File: src/rtl/toast_div_seq.sv
// RV32M DIV/DIVU/REM/REMU sequencer: radix-2 restoring divide, WIDTH+2 cycles (1 on zero/overflow fast path).
// No backpressure: new starts are ignored while busy_o is high; flush_i aborts without a done_o pulse.
module toast_div_seq #(
  parameter int WIDTH = 32
) (
  input  logic             clk_i,
  input  logic             resetn_i,
  input  logic             start_i,
  input  logic [1:0]       op_i,
  input  logic [WIDTH-1:0] dividend_i,
  input  logic [WIDTH-1:0] divisor_i,
  input  logic             flush_i,
  output logic             busy_o,
  output logic             done_o,
  output logic [WIDTH-1:0] result_o
);

  localparam int CW = $clog2(WIDTH);
  localparam logic [CW-1:0] LAST = CW'(WIDTH - 1);
  localparam logic [WIDTH-1:0] MIN_NEG = {1'b1, {(WIDTH-1){1'b0}}};

  typedef enum logic [1:0] {IDLE, CALC, FIX, DONE} state_t;

  state_t           state;
  logic             sel_rem;
  logic             q_neg;
  logic             r_neg;
  logic [WIDTH-1:0] dvs_mag;
  logic [WIDTH-1:0] rem;
  logic [WIDTH-1:0] quo;
  logic [CW-1:0]    cnt;

  logic             is_signed;
  logic             a_neg;
  logic             b_neg;
  logic [WIDTH-1:0] a_mag;
  logic [WIDTH-1:0] b_mag;
  logic             div_zero;
  logic             ovf;
  logic [WIDTH-1:0] fast_res;
  logic [WIDTH:0]   rem_sh;
  logic [WIDTH:0]   diff;
  logic [WIDTH-1:0] quo_fix;
  logic [WIDTH-1:0] rem_fix;

  always_comb begin
    is_signed = ~op_i[0];
    a_neg     = is_signed & dividend_i[WIDTH-1];
    b_neg     = is_signed & divisor_i[WIDTH-1];
    a_mag     = a_neg ? -dividend_i : dividend_i;
    b_mag     = b_neg ? -divisor_i : divisor_i;
    div_zero  = (divisor_i == '0);
    ovf       = is_signed && (dividend_i == MIN_NEG) && (&divisor_i);
    if (div_zero) fast_res = op_i[1] ? dividend_i : '1;
    else          fast_res = op_i[1] ? '0 : MIN_NEG;
    // rem < divisor always holds, so bit WIDTH of the difference is a reliable sign.
    rem_sh  = {rem, quo[WIDTH-1]};
    diff    = rem_sh - {1'b0, dvs_mag};
    quo_fix = q_neg ? -quo : quo;
    rem_fix = r_neg ? -rem : rem;
  end

  always_ff @(posedge clk_i or negedge resetn_i) begin
    if (!resetn_i) begin
      state    <= IDLE;
      sel_rem  <= 1'b0;
      q_neg    <= 1'b0;
      r_neg    <= 1'b0;
      dvs_mag  <= '0;
      rem      <= '0;
      quo      <= '0;
      cnt      <= '0;
      result_o <= '0;
    end else begin
      case (state)
        IDLE: begin
          if (start_i && !flush_i) begin
            sel_rem <= op_i[1];
            q_neg   <= a_neg ^ b_neg;
            r_neg   <= a_neg;
            dvs_mag <= b_mag;
            rem     <= '0;
            quo     <= a_mag;
            cnt     <= '0;
            if (div_zero || ovf) begin
              result_o <= fast_res;
              state    <= DONE;
            end else begin
              state <= CALC;
            end
          end
        end
        CALC: begin
          if (flush_i) begin
            state <= IDLE;
          end else begin
            rem <= diff[WIDTH] ? rem_sh[WIDTH-1:0] : diff[WIDTH-1:0];
            quo <= {quo[WIDTH-2:0], ~diff[WIDTH]};
            cnt <= cnt + 1'b1;
            if (cnt == LAST) state <= FIX;
          end
        end
        FIX: begin
          if (flush_i) begin
            state <= IDLE;
          end else begin
            result_o <= sel_rem ? rem_fix : quo_fix;
            state    <= DONE;
          end
        end
        default: state <= IDLE;
      endcase
    end
  end

  assign busy_o = (state != IDLE);
  assign done_o = (state == DONE);

endmodule
File: config.mk
export PLATFORM = sky130hd
export DESIGN_NAME = toast_div_seq
export DESIGN_NICKNAME = d
export VERILOG_FILES = /design/src/rtl/toast_div_seq.sv
export SDC_FILE = /design/constraint.sdc
export NUM_CORES = 1
export LEC_CHECK = 0
export ABC_AREA = 1
export BUFFER_PORTS_ARGS = -buffer_cell sky130_fd_sc_hd__clkbuf_2
export CAP_MARGIN = 20
export CORE_AREA = 8 8 204 206
export CTS_CLUSTER_DIAMETER = 150
export DETAILED_ROUTE_END_ITERATION = 10
export DIE_AREA = 0 0 212 214
export MAX_ROUTING_LAYER = met4
export PLACE_DENSITY = 0.56
export SETUP_SLACK_MARGIN = 0.02
export SYNTH_ARGS = -nofsm -noshare
export SYNTH_HDL_FRONTEND = slang
export SYNTH_SLANG_ARGS = --single-unit
export TNS_END_PERCENT = 1
File: constraint.sdc
create_clock -name clk_i -period 2.58 [get_ports clk_i]
set_input_delay 0.258 -clock clk_i [delete_from_list [all_inputs] [get_ports clk_i]]
set_output_delay 0.258 -clock clk_i [all_outputs]
set_load 0.01 [all_outputs]
==> run_results.csv <==
group,metric,value,unit
timing,worst_pin_slew,0.759,ns
final_layout,final_cell_area,0.0153,mm^2
hold_path,hold_path_depth,3,
grt,antenna_found_initial,0,
critical_path,slowest_stage,"dfrtp_1",
synthesis,synth_xor_xnor_area_share,3.04,%
grt,grt_pass1_vias,13900,
grt,grt_first_pass_wirelength,78.3,mm
critical_path,startpoint_type,"flop",
synthesis,muxShareOfSynthArea,0,%
timing,grt_setup_unrepaired,"no",
synthesis,synth_area,0.0133,mm^2
critical_path,crit_top_cell,"nand2_1",
clocking,clockBufferDepth,2,
power,powerDensity,753,mW/mm^2
critical_path,crit_required,2.96,ns
floorplanning,num_io_pins,104,
clocking,cts_tree,"built",
detailed_routing,via_per_inst,5.13,
final_layout,n_fill_cell,4211,
hold_path,hp-class,"in -> reg",
floorplanning,coreArea,0.0383,mm^2
clocking,clk_latency,0.45,ns
grt,overflow,0,
synthesis,ys_types,46,
clocking,htree_levels,4,
synthesis,synthAdderAreaFrac,3.83,%
synthesis,ys_ff_latch,138,
flow_run,max_cap_viol_count,0,
timing,fmax,0.414,GHz
power,p_leak,8.40,nW
grt,grt_max_degree,61,
detailed_routing,drtAntennaViolNets,0,
synthesis,synthSimpleGateAreaFrac,43.7,%
detailed_routing,routedWlPerCell,17.5,um
critical_path,crit_path_max_fanout,6,
timing,drv_slew,0,
floorplanning,start_util,34.6,%
timing,max_slew_margin,49.4,%
floorplanning,dieArea,0.0454,mm^2
detailed_routing,route.vias.total,14800,
final_layout,seqCellArea,0.00345,mm^2
clocking,clkTransAtPathRegs,0.07,ns
place,dp_hpwl,40.2,mm
synthesis,synth_enable_flop_cells,0,
timing,finalSetupViolCount,0,
timing,setup_tns,0,ns
final_layout,syn2layout_area_growth,15.6,%
synthesis,synth_top_family_by_area,"simple AND/OR/NAND/NOR gates",
synthesis,netlist_instances,2238,
power,vdd_drop_max,0.539,mV
clocking,clock_sinks,138,
floorplanning,die_h,214,um
detailed_routing,wl,50.4,mm
detailed_routing,drt_pass1_iterations,6,
timing,fin_crit,2.41,ns
timing,finalCritPeriodShare,93.6,%
final_layout,layout-drive-gt1-share,12.0,%
grt,track_usage,22.5,%
critical_path,max_stage_delay,0.40,ns
place,gp_congestion,0.937,
timing,final.setup_skew,0.0125,ns
critical_path,ff2ff_path_depth,14,
place,placed_cell_area,0.0146,mm^2
critical_path,path_class,"reg -> reg",
synthesis,synth.area.top_cells,"dfrtp_1, nand2_1, nand3_1",
synthesis,syn_nets,2348,
detailed_routing,first_iter_violations,1292,
clocking,cts_root_buffer,"clkbuf_16",
floorplanning,die_x,212,um
outcome,outcome,"complete, no violations",
synthesis,yosysWarningCount,0,
final_layout,nNetsFinal,2462,
final_layout,n_antenna_cell,0,
synthesis,yosysSeqAreaShare,26.1,%
synthesis,synthArstFlopShare,100,%
critical_path,cp.arrival,2.80,ns
final_layout,multi_input_area,0.00840,mm^2
place,numPortBuffers,103,
synthesis,ys.flop_type,"dfrtp_1",
detailed_routing,drc,0,
critical_path,end_kind,"flop",
synthesis,yosys.area.top_type,"dfrtp_1",
floorplanning,rows,72,
clocking,cts-buffers-inserted,17,
critical_path,path_cells,"inv_1 > ha_1 > nand3_1 > nor2_1 > nand2_1 > nand2_1 > nand2_1 > nand2_1 > nand3_1 > o21ai_0 > nand2_1 > nand2_1 > nand2_1 > nand2_1",
synthesis,avgSynthCellArea,5.92,um^2
timing,hold_viol,0,
synthesis,synth_top_area_share,26.1,%
synthesis,synth-compound-area-share,12.0,%
## report_power, final
| group | internal [W] | total [W] | switching, W |
|---|---|---|---|
| sequential | 0.00279 | 0.00335 | 0.000561 |
| clock | 0.00160 | 0.00267 | 0.00108 |
| combinational | 0.00175 | 0.00551 | 0.00377 |
## final cells by class
type	count	area share, %
multi-input cells	1723	54.8
flip-flops and latches	138	22.5
inverters	308	7.55
repair buffers	164	6.89
well taps	518	4.23
clock buffers	21	3.07
clock inverters	10	0.923
## path summary, 6_finish.rpt
check	from	endpoint	slack [ns]
setup / recovery	rem[0]$_DFFE_PN0P_	result_o[20]$_DFFE_PN0P_	0.17
hold / removal	divisor_i[23]	dvs_mag[23]$_DFFE_PN0P_	0.07
setup reg to reg	rem[0]$_DFFE_PN0P_	result_o[20]$_DFFE_PN0P_	0.17
hold reg to reg	result_o[28]$_DFFE_PN0P_	result_o[28]$_DFFE_PN0P_	0.48
max in group asynchronous	resetn_i	quo[30]$_DFFE_PN0P_	1.40
min in group asynchronous	resetn_i	result_o[7]$_DFFE_PN0P_	0.38
## metal layers
metal / part of all wire (%) / global-route usage, % / vias to the layer above / wire, um
li1: - / - / 7376 / -
met1: 47 / 31.0 / 6833 / 23700
met2: 45 / 34.1 / 504 / 22700
met3: 6.0 / 3.39 / 63 / 3010
met4: 2.1 / 5.93 / 0 / 1040
met5: 0 / - / - / 0
## worst max-delay path: cells and delay by family, from the launching register on
family | cells | cell delay (ns)
AOI/OAI and AO/OA | 1 | 0.13
adders and majority gates | 1 | 0.23
buffers and inverters | 1 | 0.20
DFF | 1 | 0.40
and+or+nand+nor | 11 | 1.40
## cells by family after synthesis
| family | after synthesis |
|---|---|
| AND/OR/NAND/NOR | 1341 |
| buffers and inverters | 379 |
| AO/OA/AOI/OAI | 294 |
| flip-flops | 138 |
| XOR/XNOR | 46 |
| adder cells (fa/ha/maj) | 40 |
## layout by cell type, fill, tap and decap left out, drive strengths merged, types with 2 or more instances in the layout
cell type / count
a211oi: 3
ha: 39
clkinvlp: 2
o221ai: 3
nor2: 211
xor2: 29
o21ai: 163
clkinv: 4
nand2: 798
and3: 2
nor3: 25
inv: 309
o22ai: 2
nand3b: 8
clkbuf: 123
a31oi: 4
xnor2: 17
bufinv: 3
a21oi: 87
nand4: 30
or2: 3
buf: 61
dfrtp: 138
o21bai: 7
nand3: 260
o211ai: 19
nor4: 2
a22oi: 5
and2: 3
## sequential cells by signal (all words and copies together), names as in the netlist
name / count
dvs_mag: 32
state: 2
quo: 32
cnt: 5
q_neg: 1
rem: 32
result_o: 32
r_neg: 1
sel_rem: 1
## cells in the mapped netlist, types with 4 or more instances
master and instances:
nand2_1 776, inv_1 285, nand3_1 248, nor2_1 197
o21ai_0 153, dfrtp_1 138, a21oi_1 84, clkbuf_1 40
ha_1 39, xor2_1 29, nand4_1 28, inv_2 23
nor3_1 22, o211ai_1 19, buf_2 18, xnor2_1 17
nand2_4 13, nand3_2 11, nor2_2 11, o21ai_1 10
nand3b_1 8, o21bai_1 7, buf_1 6, nand2_2 6
a22oi_1 5, a31oi_1 4, buf_6 4
## metrics by stage
step	cells	utilization, %	hold slack, ns	setup slack [ns]	total power [W]
floorplan	2238	-	-0.0376	0.393	0.00691
global placement	2846	38.1	0.302	0.181	0.00880
finish	2882	40.0	0.0725	0.165	0.0115
detailed placement	2846	38.1	0.289	0.118	0.00880
CTS	2878	39.7	0.0571	0.0920	0.0115
global route	2882	40.0	0.0876	0.0186	0.0125
## timing repair
action | in CTS | in global routing
hold buffers | 1 | 0
resized for setup | 0 | 11
setup endpoints to repair | 0 | 33
setup buffers | 0 | 2
endpoints found under the hold margin | 58 | 0
Power figures use the tool's default switching activity.
